## src/rtl/vp_sequencer.sv

```systemverilog
// vp_sequencer: five-state instruction sequencer driving ALU lane controls and write strobes
module vp_sequencer #(
  parameter int PC_W    = 8,
  parameter int INSTR_W = 60
) (
  input  logic               clk,
  input  logic               reset,
  input  logic               start,
  input  logic               abort,
  output logic [PC_W-1:0]    imem_addr,
  input  logic [INSTR_W-1:0] imem_data,
  output logic [INSTR_W-1:0] instr,
  output logic [2:0]         op_code,
  output logic               sel0,
  output logic               sel1,
  output logic               sel2,
  output logic               rf_we_a,
  output logic               rf_we_b,
  output logic               dmem_we,
  output logic               busy,
  output logic               done,
  output logic [15:0]        instr_count
);
  typedef enum logic [2:0] {IDLE, FETCH, DECODE, EXEC, MEMWAIT} state_t;
  localparam logic [2:0] OP_ADD  = 3'b000;
  localparam logic [2:0] OP_MUL  = 3'b001;
  localparam logic [2:0] OP_HALT = 3'b011;
  localparam logic [2:0] OP_LDR  = 3'b100;
  localparam logic [2:0] OP_STR  = 3'b101;
  localparam logic [2:0] OP_MOV  = 3'b110;
  localparam logic [2:0] OP_DPRO = 3'b111;
  state_t             state_q, state_d;
  logic [PC_W-1:0]    pc_q, pc_d;
  logic [INSTR_W-1:0] instr_q, instr_d;
  logic [2:0]         op_q, op_d;
  logic [2:0]         sel_q, sel_d;
  logic [15:0]        cnt_q, cnt_d;
  logic               abort_q, abort_d;
  logic [2:0]         dec_op;
  logic               exec, retire, stop;
  assign dec_op      = imem_data[14:12];
  assign exec        = state_q == EXEC;
  assign retire      = (exec && op_q != OP_LDR) || state_q == MEMWAIT;
  assign stop        = op_q == OP_HALT || &pc_q || abort || abort_q;
  assign imem_addr   = pc_q;
  assign instr       = instr_q;
  assign op_code     = op_q;
  assign {sel0, sel1, sel2} = sel_q;
  assign rf_we_a     = exec && (op_q == OP_ADD || op_q == OP_MUL || op_q == OP_MOV || op_q == OP_DPRO);
  assign rf_we_b     = state_q == MEMWAIT;
  assign dmem_we     = exec && op_q == OP_STR;
  assign busy        = state_q != IDLE;
  assign done        = retire && stop;
  assign instr_count = cnt_q;
  // next-state, decode latching and retire bookkeeping; abort seen while busy is held until retire
  always_comb begin
    state_d = state_q;
    pc_d    = pc_q;
    instr_d = instr_q;
    op_d    = op_q;
    sel_d   = sel_q;
    cnt_d   = cnt_q;
    abort_d = (state_q != IDLE && abort) ? 1'b1 : abort_q;
    case (state_q)
      IDLE: if (start) begin
        pc_d    = '0;
        cnt_d   = '0;
        abort_d = 1'b0;
        state_d = FETCH;
      end
      FETCH:  state_d = DECODE;
      DECODE: begin
        instr_d = imem_data;
        op_d    = dec_op;
        sel_d   = dec_op == OP_LDR ? 3'b010 :
                  dec_op == OP_STR ? 3'b110 :
                  (dec_op == OP_ADD || dec_op == OP_MUL || dec_op == OP_MOV) ? 3'b001 : 3'b000;
        state_d = EXEC;
      end
      EXEC:    state_d = op_q == OP_LDR ? MEMWAIT : state_q;
      MEMWAIT: state_d = state_q;
      default: state_d = IDLE;
    endcase
    if (retire) begin
      cnt_d   = &cnt_q ? cnt_q : cnt_q + 16'd1;
      pc_d    = op_q == OP_HALT ? pc_q : pc_q + 1'b1;
      state_d = stop ? IDLE : FETCH;
      abort_d = 1'b0;
    end
  end
  // state registers, cleared asynchronously so pending strobes vanish on reset
  always_ff @(posedge clk or posedge reset) begin
    if (reset) begin
      state_q <= IDLE;
      pc_q    <= '0;
      instr_q <= '0;
      op_q    <= '0;
      sel_q   <= '0;
      cnt_q   <= '0;
      abort_q <= 1'b0;
    end else begin
      state_q <= state_d;
      pc_q    <= pc_d;
      instr_q <= instr_d;
      op_q    <= op_d;
      sel_q   <= sel_d;
      cnt_q   <= cnt_d;
      abort_q <= abort_d;
    end
  end
endmodule

```

## config.mk

```make
export PLATFORM = sky130hd
export DESIGN_NAME = vp_sequencer
export DESIGN_NICKNAME = d
export VERILOG_FILES = /design/src/rtl/vp_sequencer.sv
export SDC_FILE = /design/constraint.sdc
export NUM_CORES = 1
export LEC_CHECK = 0
export ABC_AREA = 1
export CAP_MARGIN = 20
export CORE_AREA = 2 2 106 108
export DETAILED_ROUTE_END_ITERATION = 16
export DIE_AREA = 0 0 108 110
export GPL_TIMING_DRIVEN = 0
export HOLD_SLACK_MARGIN = 0.08
export PLACE_DENSITY_LB_ADDON = 0.12
export SLEW_MARGIN = 10
export SYNTH_ARGS = -nofsm -noshare
export SYNTH_HDL_FRONTEND = slang
export SYNTH_SLANG_ARGS = --single-unit
```

## constraint.sdc

```tcl
create_clock -name clk -period 3.2 [get_ports clk]
set_clock_uncertainty 0.1 [all_clocks]
set_input_delay 0.64 -clock clk [delete_from_list [all_inputs] [get_ports clk]]
set_output_delay 0.64 -clock clk [all_outputs]
set_load 0.1 [all_outputs]
```

==> impl_metrics.yaml <==
clock_tree:
  numCtsBuffers: 9
  cts_buffer_depth: 2
  postCtsSetupRepairBufs: 0
  path_clk_slew_ns: 0.08
  clock-sinks: 91
  cts-root-buf: "clkbuf_8"
  clock_latency_ns: 0.36
  cts_tree: "built"
  htree_num_levels: 3
  holdBufCountCts: 0
worst_setup_path:
  startpoint_type: "flip-flop"
  critPathRequiredTime_ns: 2.46
  critPathKind: "flip-flop to primary output"
  endpoint_kind: "primary output"
  worstPathArrival_ns: 2.31
  critPathMaxFanout: 5
timing:
  max_slew.worst_pin.slew_ns: 1.04
  hold_viol: 0
  timing.setup.tns_ns: 0
  relSlewSlack_pct: 31.3
  setup_viol: 0
  slew_viol_final: 0
  grt_setup_unrepaired: "no"
  fin_crit_sh_pct: 95.2
  finalCriticalPeriod_ns: 3.05
  fmax_mhz: 328
drt:
  drtAntennaViolNets: 0
  via_count: 3836
  viasPerCell: 4.57
  drtIter0Drc: 148
  drc: 0
  detail_route.wl_per_cell_um: 13.0
  wl_mm: 10.9
  first_pass_iters: 4
grt:
  grt_max_degree: 53
  grt_pass1_wl_mm: 18.1
  grt_pass1_vias: 3769
  antenna_found_initial: 0
  overflow: 0
  track_usage_pct: 19.5
placement:
  portBuffers: 158
  place.gp.congestion: 0.823
  postPlaceCellArea_um2: 5980
  hpwl_mm: 8.12
yosys:
  yosys_register_bits: 91
  syn-num-nets: 590
  yosysSeqAreaShare_pct: 54.4
  syn_inst: 524
  synth_area_per_cell_um2: 7.98
  yosys.cell_types.count: 33
  yosys_warnings: 0
  synthesis.area_um2: 4180
floorplan:
  placementRows: 38
  ios: 159
  initial_core_util_pct: 39.1
  core-area_um2: 10700
  die_h_um: 110
  die_width_um: 108
  dieArea_um2: 11900
run:
  cap_violations: 0
layout:
  finish.instance_area_um2: 6190
  layout-drive-gt1-share_pct: 7.44
  post-route-util_pct: 57.9
  area_growth_pct: 48.0
  diodes: 0
  layout_commonest_cell: "nand2_1"
  nNetsFinal: 760
  final_cell_mix: "268 x nand2_1, 155 x clkdlybuf4s50_1, 91 x dfrtp_1"
run_status:
  status: "complete, no violations"
worst_hold_path:
  min_path_type: "flip-flop to flip-flop"
cell families after synthesis:
logic type / after synthesis / synth area share [%]
simple gates: 348 / 34.3
flops: 91 / 54.4
buf+inv: 51 / 5.86
compound gates: 26 / 3.59
xor+xnor: 6 / 1.26
fa+ha+maj: 2 / 0.598
area by class of cell:
class | count | area, um^2
multi-input combinational | 382 | 1670
buffer | 21 | 133
timing repair buffer | 159 | 1610
tap | 140 | 175
clock buffer | 15 | 176
fill | 991 | 4510
sequential | 91 | 2280
clock inverter | 1 | 30.0
inverter | 30 | 115
final timing paths:
path	from	endpoint	slack, ns	cells past startpoint
min in group asynchronous	reset	instr[6]	0.57	2
hold / removal	instr[47]	instr[47]	0.37	2
setup / recovery	state_q[1]	rf_we_b	0.15	4
setup reg to reg	instr_count[1]	instr_count[1]	1.44	10
max in group asynchronous	reset	instr_count[4]	1.80	3
hold reg to reg	instr[47]	instr[47]	0.37	2
repair_timing:
item	4_1_cts	5_1_grt
gates cloned	0	0
gates resized for setup	4	1
setup endpoints to repair	2	1
through the flow:
stage	hold WS [ns]	cells	setup slack, ns
CTS	0.378	839	0.0553
detailed placement	0.357	823	-0.0533
floorplan	0.435	524	-0.477
global route	0.405	839	0.0345
finish	0.371	839	0.153
global placement	0.353	822	-1.46
routing by layer:
metal | GRT usage (%) | routed length, um
met1 | 24.3 | 4550
met2 | 30.6 | 5130
met3 | 7.70 | 1020
met4 | 7.42 | 165
met5 | 0 | 0
cells in the mapped netlist:
cell,number,area share [%]
buf_4,4,0.72
clkinv_1,1,0.090
nand3_1,19,2.3
xnor2_1,1,0.21
or2_2,2,0.30
o211ai_1,1,0.18
buf_6,4,1.1
xor2_1,5,1.0
dfrtp_1,91,54
nor4_1,1,0.15
ha_1,2,0.60
o21bai_1,3,0.54
nor3_1,2,0.24
o21ai_1,12,1.4
or2_1,1,0.15
nand2_2,4,0.60
nand3b_1,1,0.18
a21boi_0,1,0.18
o21ai_0,6,0.72
clkbuf_1,6,0.54
nor2_4,3,0.81
nor3_2,1,0.24
a21oi_2,1,0.21
nand3_4,1,0.42
buf_2,7,0.84
o21ai_2,1,0.21
nand2_1,268,24
inv_2,3,0.27
inv_1,26,2.3
nand3_2,3,0.72
a21oi_1,1,0.12
nand4_1,6,0.90
nor2_1,36,3.2
registers in the layout, indices dropped and copies added, names as in the netlist:
name         count
instr           60
instr_count     16
imem_addr        8
sel_q            3
state_q          3
abort_q          1
critical path, stage by stage (launching register included):
cell             delay [ns]
dfrtp_1                0.44
nor2_1                 0.15
nand2_1                0.13
inv_1                  0.10
clkdlybuf4s50_1        1.13
Power is left out: the tool's default activity adds up to more than one toggle a clock period on the data nets, which glitch-free logic cannot reach.
